## config.mk

```make
export PLATFORM = sky130hd
export DESIGN_NAME = kernel_run_sequencer
export DESIGN_NICKNAME = d
export VERILOG_FILES = /design/src/rtl/kernel_run_sequencer.sv
export SDC_FILE = /design/constraint.sdc
export NUM_CORES = 1
export LEC_CHECK = 0
export ABC_CLOCK_PERIOD_IN_PS = 3250
export CELL_PAD_IN_SITES_DETAIL_PLACEMENT = 0
export CELL_PAD_IN_SITES_GLOBAL_PLACEMENT = 1
export CORE_MARGIN = 2
export CORE_UTILIZATION = 28
export CTS_CLUSTER_SIZE = 12
export DETAILED_ROUTE_END_ITERATION = 7
export PLACE_DENSITY_LB_ADDON = 0.1
export SLEW_MARGIN = 20
export SYNTH_ARGS = -nofsm -noshare
export SYNTH_HDL_FRONTEND = slang
export SYNTH_SLANG_ARGS = --single-unit
export TNS_END_PERCENT = 50
```

## constraint.sdc

```tcl
create_clock -name kernel_monitor_clock -period 3.25 [get_ports kernel_monitor_clock]
set_input_delay 0.4875 -clock kernel_monitor_clock [delete_from_list [all_inputs] [get_ports kernel_monitor_clock]]
set_output_delay 0.4875 -clock kernel_monitor_clock [all_outputs]
set_load 0.02 [all_outputs]
```

## src/rtl/kernel_run_sequencer.sv

```systemverilog
// Batch sequencer for an ap_ctrl_hs-style kernel: gates N_IN input and N_OUT output beats per run.
// Optional stall watchdog with BLOCKED state is enabled by defining SEQ_WATCHDOG_EN.
module kernel_run_sequencer #(
  parameter int DATA_W  = 32,
  parameter int N_IN    = 16,
  parameter int N_OUT   = 4,
  parameter int CNT_W   = 16,
  parameter int TIMEOUT = 1024
) (
  input  logic              kernel_monitor_clock,
  input  logic              kernel_monitor_reset,
  input  logic              cmd_start,
  input  logic [CNT_W-1:0]  cmd_runs,
  input  logic              cmd_clear,
  input  logic [DATA_W-1:0] src_TDATA,
  input  logic              src_TVALID,
  output logic              src_TREADY,
  output logic [DATA_W-1:0] in_r_TDATA,
  output logic              in_r_TVALID,
  input  logic              in_r_TREADY,
  input  logic [DATA_W-1:0] out_r_TDATA,
  input  logic              out_r_TVALID,
  output logic              out_r_TREADY,
  output logic [DATA_W-1:0] snk_TDATA,
  output logic              snk_TVALID,
  input  logic              snk_TREADY,
  output logic              ap_start,
  input  logic              ap_ready,
  input  logic              ap_done,
  input  logic              ap_idle,
  output logic              busy,
  output logic              done,
  output logic              block_err,
  output logic [CNT_W-1:0]  runs_done
);

  localparam int IN_W  = $clog2(N_IN + 1);
  localparam int OUT_W = $clog2(N_OUT + 1);
  localparam logic [IN_W-1:0]  IN_MAX  = IN_W'(N_IN);
  localparam logic [OUT_W-1:0] OUT_MAX = OUT_W'(N_OUT);

  // The watchdog limit must be representable in the CNT_W counter.
  if (TIMEOUT < 1 || (TIMEOUT >> CNT_W) != 0) begin : g_timeout_range
    $error("TIMEOUT must fit in CNT_W bits and be nonzero");
  end

  typedef enum logic [2:0] {
    S_IDLE,
    S_START,
    S_STREAM,
    S_WAIT_DONE,
    S_FINISH
`ifdef SEQ_WATCHDOG_EN
    , S_BLOCKED
`endif
  } state_t;

  state_t            state_q, state_d;
  logic [CNT_W-1:0]  runs_lat_q, runs_lat_d;
  logic [CNT_W-1:0]  runs_done_q, runs_done_d;
  logic [IN_W-1:0]   in_cnt_q, in_cnt_d;
  logic [OUT_W-1:0]  out_cnt_q, out_cnt_d;
  logic              done_cap_q, done_cap_d;
  logic              done_q, done_d;

  logic              in_open, out_open;
  logic              in_beat, out_beat;
  logic              run_end;
  logic [CNT_W:0]    runs_next;
  logic              last_run;
  logic              unused_ap_idle;

  assign unused_ap_idle = ap_idle;

  assign in_open  = (state_q == S_STREAM) && (in_cnt_q < IN_MAX);
  assign out_open = ((state_q == S_STREAM) || (state_q == S_WAIT_DONE)) && (out_cnt_q < OUT_MAX);

  assign in_r_TVALID  = in_open & src_TVALID;
  assign src_TREADY   = in_open & in_r_TREADY;
  assign snk_TVALID   = out_open & out_r_TVALID;
  assign out_r_TREADY = out_open & snk_TREADY;
  assign in_r_TDATA   = src_TDATA;
  assign snk_TDATA    = out_r_TDATA;

  assign in_beat  = in_open & src_TVALID & in_r_TREADY;
  assign out_beat = out_open & out_r_TVALID & snk_TREADY;

  assign ap_start  = (state_q == S_START);
  assign busy      = (state_q != S_IDLE);
  assign done      = done_q;
  assign runs_done = runs_done_q;

  // Widened by one bit so a full-scale batch length cannot wrap the compare.
  assign runs_next = {1'b0, runs_done_q} + 1'b1;
  assign last_run  = (runs_next >= {1'b0, runs_lat_q});

`ifdef SEQ_WATCHDOG_EN
  localparam logic [CNT_W-1:0] WD_LIMIT = CNT_W'(TIMEOUT);
  logic [CNT_W-1:0] wd_q, wd_d;
  logic             block_err_q, block_err_d;
  assign block_err = block_err_q;
`else
  assign block_err = 1'b0;
`endif

  always_comb begin
    state_d     = state_q;
    runs_lat_d  = runs_lat_q;
    runs_done_d = runs_done_q;
    in_cnt_d    = in_cnt_q;
    out_cnt_d   = out_cnt_q;
    done_cap_d  = done_cap_q;
    done_d      = done_q;
    run_end     = 1'b0;

    if (in_beat)  in_cnt_d  = in_cnt_q + 1'b1;
    if (out_beat) out_cnt_d = out_cnt_q + 1'b1;

    if (cmd_clear)             done_d = 1'b0;
    if (state_q == S_FINISH)   done_d = 1'b1;

    case (state_q)
      S_IDLE: begin
        if (cmd_start && (cmd_runs != '0)) begin
          runs_lat_d  = cmd_runs;
          runs_done_d = '0;
          done_cap_d  = 1'b0;
          state_d     = S_START;
        end
      end
      S_START: begin
        if (ap_done) done_cap_d = 1'b1;
        if (ap_ready) begin
          state_d   = S_STREAM;
          in_cnt_d  = '0;
          out_cnt_d = '0;
        end
      end
      S_STREAM: begin
        if ((in_cnt_q == IN_MAX) && (out_cnt_q == OUT_MAX)) begin
          if (done_cap_q || ap_done) run_end = 1'b1;
          else                       state_d = S_WAIT_DONE;
        end else if (ap_done) begin
          done_cap_d = 1'b1;
        end
      end
      S_WAIT_DONE: begin
        if (done_cap_q || ap_done) run_end = 1'b1;
      end
      S_FINISH: state_d = S_IDLE;
`ifdef SEQ_WATCHDOG_EN
      S_BLOCKED: begin
        if (cmd_clear) state_d = S_IDLE;
      end
`endif
      default: state_d = S_IDLE;
    endcase

    if (run_end) begin
      runs_done_d = runs_next[CNT_W-1:0];
      done_cap_d  = 1'b0;
      state_d     = last_run ? S_FINISH : S_START;
    end

`ifdef SEQ_WATCHDOG_EN
    wd_d        = '0;
    block_err_d = block_err_q;
    if (cmd_clear) block_err_d = 1'b0;
    // A stall overrides any transition decided above.
    if ((state_q == S_STREAM) || (state_q == S_WAIT_DONE)) begin
      if (!(in_beat || out_beat || ap_done)) begin
        wd_d = wd_q + 1'b1;
        if (wd_d == WD_LIMIT) begin
          state_d     = S_BLOCKED;
          block_err_d = 1'b1;
          wd_d        = '0;
        end
      end
    end
`endif
  end

  always_ff @(posedge kernel_monitor_clock or posedge kernel_monitor_reset) begin
    if (kernel_monitor_reset) begin
      state_q     <= S_IDLE;
      runs_lat_q  <= '0;
      runs_done_q <= '0;
      in_cnt_q    <= '0;
      out_cnt_q   <= '0;
      done_cap_q  <= 1'b0;
      done_q      <= 1'b0;
    end else begin
      state_q     <= state_d;
      runs_lat_q  <= runs_lat_d;
      runs_done_q <= runs_done_d;
      in_cnt_q    <= in_cnt_d;
      out_cnt_q   <= out_cnt_d;
      done_cap_q  <= done_cap_d;
      done_q      <= done_d;
    end
  end

`ifdef SEQ_WATCHDOG_EN
  always_ff @(posedge kernel_monitor_clock or posedge kernel_monitor_reset) begin
    if (kernel_monitor_reset) begin
      wd_q        <= '0;
      block_err_q <= 1'b0;
    end else begin
      wd_q        <= wd_d;
      block_err_q <= block_err_d;
    end
  end
`endif

endmodule

```

* Yosys cells after proc, flatten, opt, wreduce, memory -nomap -nowiden
Cells that the tools add are included.
** Word-level totals
- Flip-flop bits (word level) :: 45
- Bits in latches :: 0
- Bits in writable memories :: 0
- Memory bits (read-only) :: 0
- Word-level logic and storage cells :: 74
- Memories :: 0
** Cells by class
- Add/subtract/negate cells :: 3
- Multiply operators :: 0
- Div/mod/pow operators :: 0
- Magnitude comparators :: 3
- Eq/ne operators :: 12
- Shifts and indexed selects :: 0
- Muxes and demuxes :: 26
- Bitwise gates (word level) :: 6
- Reductions and logical operators :: 17
** Operator list (count)
- 16-bit two-way mux :: 3
- 3-bit two-way mux :: 9
- 16-bit by 1-bit adder with 17-bit output (second input constant) :: 1
- 17-bit by 16-bit >= comparator with 1-bit output :: 1
- 16-bit nonzero test :: 1
- 5-bit two-way mux :: 3
- 3-bit case mux with 4 select lines :: 1
- 3-bit != test (second input constant) :: 3
- 1-bit two-way mux :: 8
- 1-bit AND :: 6
- 3-bit by 2-bit == test with 1-bit output (second input constant) :: 2
- 3-bit == test (second input constant) :: 2
- 2-bit nonzero test :: 3
- 5-bit by 1-bit adder with 5-bit output (second input constant) :: 1
- 5-bit == test (second input constant) :: 1
- 5-bit less-than comparator (second input constant) :: 1
- 5-bit AND reduction :: 1
- 1-bit logical AND :: 4
- 2-bit AND reduction :: 2
- 4-bit nonzero test :: 1
- 3-bit by 1-bit adder with 3-bit output (second input constant) :: 1
- 3-bit by 1-bit == test with 1-bit output (second input constant) :: 1
- 3-bit zero test :: 1
- 3-bit less-than comparator (second input constant) :: 1
- 8 further kinds :: 9

* Logic depth before layout (Yosys ltp)
Gate-level depths: netlist of run 1.
- Depth after elaboration :: 8
- Depth in mapped cells :: 11

* Worst setup path after synthesis of run 1
No wires, ideal clock.
- Kind :: register to register
- Start point :: register runs_done_q[0] (netlist: runs_done[0])
- End point :: register state_q[0]
- Arrival time :: 2.601 ns
- Setup slack :: 0.512 ns
- Cell stages (with the launch flop) :: 11
- Clock period less this slack :: 2.738 ns
- Path through :: dfrtp_1 -> ha_1 -> nand4_1 -> or2_2 -> xnor2_1 -> ha_1 -> nand4_1 -> a2111oi_0 -> a2111oi_0 -> o31ai_1 -> o211ai_1
** Between the ends
- Longest elaborated chain between the ends :: 4
** RTL lines
- start, declared :: RTL line 60 : logic [CNT_W-1:0] runs_done_q, runs_done_d;
- start signal, assigned :: RTL line 195 : runs_done_q <= runs_done_d;
- 16-bit by 1-bit adder with 17-bit output :: RTL line 94 : assign runs_next = {1'b0, runs_done_q} + 1'b1;
- 17-bit by 16-bit >= comparator with 1-bit output :: RTL line 95 : assign last_run = (runs_next >= {1'b0, runs_lat_q});
- 3-bit two-way mux :: RTL line 162 : state_d = last_run ? S_FINISH : S_START;
- 3-bit two-way mux :: RTL line 159 : if (run_end) begin
- end signal, assigned :: RTL line 193 : state_q <= state_d;
- end, declared :: RTL line 58 : state_t state_q, state_d;
No other way between the ends.
A chain may end at the register's enable or synchronous reset.

* Worst setup path in the final report of run 1
Ends and elaborated chain as after synthesis.

==> results of run 1 <==
placed cells by master (no fill, tap or decap), types with 3 or more instances in the layout:
| master | synthesis | routed |
|---|---|---|
| sky130_fd_sc_hd__a21o_1 | 3 | 3 |
| sky130_fd_sc_hd__a21oi_1 | 8 | 8 |
| sky130_fd_sc_hd__a22o_1 | 7 | 7 |
| sky130_fd_sc_hd__and2_1 | 5 | 5 |
| sky130_fd_sc_hd__buf_4 | 65 | 9 |
| sky130_fd_sc_hd__clkbuf_16 | 0 | 5 |
| sky130_fd_sc_hd__clkdlybuf4s50_1 | 0 | 48 |
| sky130_fd_sc_hd__dfrtp_1 | 45 | 45 |
| sky130_fd_sc_hd__ha_1 | 21 | 21 |
| sky130_fd_sc_hd__inv_1 | 26 | 25 |
| sky130_fd_sc_hd__mux2_2 | 16 | 16 |
| sky130_fd_sc_hd__nand2_1 | 18 | 18 |
| sky130_fd_sc_hd__nand2b_1 | 3 | 3 |
| sky130_fd_sc_hd__nand3_1 | 7 | 7 |
| sky130_fd_sc_hd__nand4_1 | 8 | 8 |
| sky130_fd_sc_hd__nor2_1 | 15 | 15 |
| sky130_fd_sc_hd__nor3_1 | 6 | 6 |
| sky130_fd_sc_hd__nor3b_1 | 4 | 4 |
| sky130_fd_sc_hd__nor4_1 | 4 | 4 |
| sky130_fd_sc_hd__o21ai_0 | 12 | 12 |
| sky130_fd_sc_hd__o31ai_1 | 5 | 5 |
| sky130_fd_sc_hd__xnor2_1 | 13 | 13 |
| sky130_fd_sc_hd__xor2_1 | 5 | 5 |
per-layer routing:
| metal | routed length [um] | GRT usage (%) | part of all wire, % | up-vias |
|---|---|---|---|---|
| li1 | - | - | - | 1064 |
| met1 | 3330 | 16.4 | 47 | 1053 |
| met2 | 3390 | 19.6 | 48 | 65 |
| met3 | 358 | 3.68 | 5.0 | 14 |
| met4 | 60 | 2.75 | 0.84 | 0 |
| met5 | 0 | 0 | 0 | - |
power by group through the flow:
stage	Combinational [mW]	Sequential, mW	Clock (mW)
floorplan	0.749	0.821	0
CTS	0.925	0.837	0.528
global placement	0.916	0.841	0
finish	0.901	0.833	0.511
detailed placement	0.922	0.846	0
global route	1.03	0.860	0.558
sequential cells by signal (all words and copies together), names as in the netlist:
register    cells
state_q         3
runs_lat_q     16
runs_done      16
done            1
done_cap_q      1
in_cnt_q        5
out_cnt_q       3
per-stage QoR:
step                      instance area (um^2)  utilization, %  power [mW]
after detailed placement                  3360            30.7        1.77
final                                     3500            32.0        2.25
after global routing                      3500            32.0        2.44
after CTS                                 3500            32.0        2.29
after global placement                    3360            30.7        1.76
after floorplan                           3170               -        1.57
worst paths after layout:
check,start,end,slack [ns],cells past startpoint
max reg2reg,runs_done[0],state_q[0],0.31,10
max,runs_done[0],state_q[0],0.31,10
min,runs_lat_q[11],runs_lat_q[11],0.50,1
max in group asynchronous,kernel_monitor_reset,runs_done[0],1.94,3
min in group asynchronous,kernel_monitor_reset,done,0.59,2
min reg2reg,runs_lat_q[11],runs_lat_q[11],0.50,1
cell families after synthesis:
| logic type | synth area share, % |
|---|---|
| flops | 35.5 |
| buf+inv | 20.0 |
| fa+ha+maj | 8.29 |
| mux | 6.31 |
| simple gates | 13.9 |
| compound gates | 10.9 |
| xor+xnor | 4.97 |
| other cells | 0.118 |
area by class of cell:
cell class / instances / area, um^2
Fill cell: 1167 / 7430
Multi-Input combinational cell: 189 / 1410
Sequential cell: 45 / 1130
Timing Repair Buffer: 57 / 548
Tap cell: 140 / 175
Clock buffer: 6 / 129
Inverter: 26 / 97.6
Clock inverter: 2 / 15.0
==> results.cfg, run 1 <==
[critical_path]
highest_net_fanout_along_the_worst_path = 7
crit_type = reg2reg
cp_cell_sequence = ha_1, nand4_1, or2_2, xnor2_1, ha_1, nand4_1, a2111oi_0, a2111oi_0, o31ai_1, o211ai_1
critPathSlowestCell = sky130_fd_sc_hd__dfrtp_1
buffers_plus_inverters_on_the_worst_setup_path = 0
worst_path_dominant_cell_family = compound AO/OA/AOI/OAI gates
worst_setup_path_end_kind = flop
arrival_ns = 3.09
required_arrival_time_at_the_worst_endpoint_ns = 3.41
cpPeakStageDelay_ns = 0.47
timing.critical_path.from_type = flop

[cells_and_area]
number_of_nets_in_the_finished_design = 436
fin_cells = 465
antenna_cells_inserted = 0
layout-drive-gt1-share_pct = 11.7
syn_to_final_growth_pct = 10.4

[clock_tree]
tritoncts = built
post_cts_setup_repair_bufs = 0
root_buffer = sky130_fd_sc_hd__clkbuf_16
cts_resized = 0
cts_max_path_buffers = 2
cts-hold-fix-buffers = 0
latest_clock_arrival_within_the_worst_skew_pair_ns = 0.29
numCtsBuffers = 5
cts.sinks = 45
clk_pin_slew_ns = 0.07
htree_depth = 2

[synthesis]
synth_warnings = 0
synth_ff_type = sky130_fd_sc_hd__dfrtp_1
ys_types = 46
synth_area_leaders = sky130_fd_sc_hd__dfrtp_1 (36%), sky130_fd_sc_hd__buf_4 (15%), sky130_fd_sc_hd__ha_1 (8.3%)
synthMostInstantiatedCell = sky130_fd_sc_hd__buf_4
synth_edf_count = 0
synthesis.area_um2 = 3170
asyncSetResetFlopFracSynth_pct = 100
synthDominantCellAreaShare_pct = 35.5
ys_ff_latch = 45
post-synth-top-area-cell = sky130_fd_sc_hd__dfrtp_1
netlist_top_cells_count = sky130_fd_sc_hd__buf_4 (65), sky130_fd_sc_hd__dfrtp_1 (45), sky130_fd_sc_hd__inv_1 (26), sky130_fd_sc_hd__ha_1 (21), sky130_fd_sc_hd__nand2_1 (18)
syn_area_per_cell_um2 = 9.52
synth_fp_nets = 445
synth.yosys.seq_area_share_pct = 35.5
post_synth_inst_count = 333

[sta]
final.setup.tns_ns = 0
layout_worst_path_cycle_share_pct = 90.3
rsz0062_at_grt = no
skew_ns = 0.00731
slew-limit-headroom_pct = 60.4
setup_viol = 0
timing.final.hold_violations = 0
minimum_clock_period_after_layout_ns = 2.94
number_of_slew_limit_violations_in_the_final_report = 0
worstMarginPinSlew_ns = 0.594
final.hold.worst_slack_ns = 0.505
post-route-worst-setup-slack_ns = 0.314
clock.fmax_mhz = 341

[pwr]
comb_power_share_pct = 40.1
internal-power_mw = 1.42
switching_power_mw = 0.821
power.switching_fraction_pct = 36.6
leakage_nw = 1.53
power-per-cell-area_nw_per_um2 = 641
power_frac_clock_pct = 22.8
share_seq_of_total_power_pct = 37.1
worst_ir_drop_vdd_v = 0.000272

[grt]
grt_max_degree = 27
global_route_wire_length_before_repair_um = 12200
gr-total-overflow = 0
first_global_vias = 2327
grt_util_all_layers_pct = 12.3
grt_antenna_before_repair = 0

[drt]
drc_errors = 0
vias = 2196
firstDrtPassIters = 4
dr.first_iter.drc_count = 38
routed_wire_length_per_instance_um = 15.4
avgViaCountPerCell = 4.72
ant_nets = 0
totalWireLength_um = 7140

[floorplan]
placementRows = 38
io-pin-count = 179
die-height_um = 110
starting_density_of_the_core_pct = 29.0
die_area_um2 = 12200
die_x_um = 110
floorplan.core_area_um2 = 10900

[worst_hold_path]
hold_path_class = reg2reg

[placement]
placed_cells_incl_taps = 457
dp.final_hpwl_um = 5560
port_buffers = 48
placement_stage_worst_setup_slack_ns = 0.216
final_weighted_congestion_in_routability_driven_placement = 0.742

[status]
run_status = finished clean

[flow_run]
max-cap-violations = 0
(Power assumes the default switching activity.)
==> run 2: changes to the inputs <==
Settings changed: CTS_BUF_LIST set to sky130_fd_sc_hd__clkbuf_16, CTS_CLUSTER_SIZE 12 to 16.
==> run 2 against run 1 <==
  * Critical path depth unchanged
  * Routed wire length about the same
  * Count of clock-buffer cells in the layout decreased by 1
  * Combinational power about the same
  * Utilization unchanged
  * Maximum frequency decreased by 1.4%
  * Sequential cell count unchanged
  * Power decreased by 0.13%
  * Sequential power about the same
==> results.cfg, run 2 (synthesized netlist as in run 1, its figures left out) <==
[status]
run_status = finished clean

[drt]
routed_wire_length_per_instance_um = 15.4
avgViaCountPerCell = 4.69
drc_errors = 0
vias = 2182
ant_nets = 0
totalWireLength_um = 7140
dr.first_iter.drc_count = 38
firstDrtPassIters = 4

[grt]
global_route_wire_length_before_repair_um = 12200
grt_util_all_layers_pct = 12.3
gr-total-overflow = 0
grt_antenna_before_repair = 0
first_global_vias = 2327
grt_max_degree = 27

[critical_path]
cp_cell_sequence = ha_1, nand4_1, or2_2, xnor2_1, ha_1, nand4_1, a2111oi_0, a2111oi_0, o31ai_1, o211ai_1
worst_setup_path_end_kind = flop
required_arrival_time_at_the_worst_endpoint_ns = 3.41
highest_net_fanout_along_the_worst_path = 7
reg2reg_depth = 10
crit-reg2reg-capture = state_q[0]
critPathSlowestCell = sky130_fd_sc_hd__dfrtp_1
crit_type = reg2reg
arrival_ns = 3.13
buffers_plus_inverters_on_the_worst_setup_path = 0
rr_startpoint = runs_done[0]
regToRegSetupSlack_ns = 0.27
cpPeakStageDelay_ns = 0.47
worst_path_dominant_cell_family = compound AO/OA/AOI/OAI gates
timing.critical_path.from_type = flop

[sta]
layout_worst_path_cycle_share_pct = 91.6
timing.final.hold_violations = 0
worstMarginPinSlew_ns = 0.590
rsz0062_at_grt = no
slew-limit-headroom_pct = 60.6
final.setup.tns_ns = 0
clock.fmax_mhz = 336
skew_ns = 0.00741
minimum_clock_period_after_layout_ns = 2.98
number_of_slew_limit_violations_in_the_final_report = 0
setup_viol = 0

[floorplan]
die_x_um = 110
die-height_um = 110
placementRows = 38
die_area_um2 = 12200
starting_density_of_the_core_pct = 29.0
io-pin-count = 179
floorplan.core_area_um2 = 10900

[placement]
dp.final_hpwl_um = 5560
port_buffers = 48
final_weighted_congestion_in_routability_driven_placement = 0.742

[pwr]
power-per-cell-area_nw_per_um2 = 640
leakage_nw = 1.54
worst_ir_drop_vdd_v = 0.000273

[worst_hold_path]
timing.hold.worst_endpoint = runs_lat_q[11]
hold_path_class = reg2reg
timing.hold.worst_path_depth = 1
min_from = runs_lat_q[11]

[clock_tree]
clk_pin_slew_ns = 0.07
root_buffer = sky130_fd_sc_hd__clkbuf_16
cts_resized = 0
htree_depth = 2
cts_max_path_buffers = 2
cts.sinks = 45
numCtsBuffers = 5
latest_clock_arrival_within_the_worst_skew_pair_ns = 0.29
tritoncts = built
cts-hold-fix-buffers = 0
post_cts_setup_repair_bufs = 0

[cells_and_area]
mostFrequentLayoutCells = sky130_fd_sc_hd__clkdlybuf4s50_1 (48), sky130_fd_sc_hd__dfrtp_1 (45), sky130_fd_sc_hd__inv_1 (26)
antenna_cells_inserted = 0
finish.utilization_pct = 32.0
layout.cells.most_common = sky130_fd_sc_hd__clkdlybuf4s50_1
number_of_nets_in_the_finished_design = 436
layout-drive-gt1-share_pct = 11.7
syn_to_final_growth_pct = 10.4

[flow_run]
max-cap-violations = 0
[run 2: layout make-up]
type | count | area [um^2]
Inverter | 26 | 97.6
Multi-Input combinational cell | 189 | 1410
Clock buffer | 5 | 125
Sequential cell | 45 | 1130
Tap cell | 140 | 175
Fill cell | 1167 | 7430
Clock inverter | 3 | 18.8
Timing Repair Buffer | 57 | 548
[run 2: worst max path at each step]
| stage | startpoint | to | cells past startpoint |
|---|---|---|---|
| floorplan | runs_done[0] | state_q[0] | 10 |
| global placement | runs_done[0] | state_q[0] | 10 |
| detailed placement | runs_done[0] | state_q[0] | 10 |
| CTS | runs_done[0] | state_q[0] | 10 |
| global route | runs_done[0] | state_q[0] | 10 |
| finish | runs_done[0] | state_q[0] | 10 |
[run 2: through the flow]
step                      power [mW]  hold WS, ns  cells  cell area [um^2]  setup WS (ns)
final                           2.24        0.505    465              3500          0.273
after global routing            2.44        0.520    465              3500         0.0614
after CTS                       2.29        0.510    465              3500          0.221
after detailed placement        1.77        0.494    457              3360          0.216
after global placement          1.76        0.492    457              3360          0.229
after floorplan                 1.57        0.472    333              3170          0.512
[run 2: power by group]
group	internal (mW)	switching (mW)
Combinational	0.423	0.477
Clock	0.283	0.227
Sequential	0.715	0.118
Total	1.42	0.821
[run 2: routing by layer]
layer  vias to the layer above  track usage (%)  share of wire, %
met4                         0             2.75              0.84
met1                      1042             16.4                46
li1                       1065                -                 -
met2                        61             19.6                47
met3                        14             3.68               5.3
met5                         -                0                 0
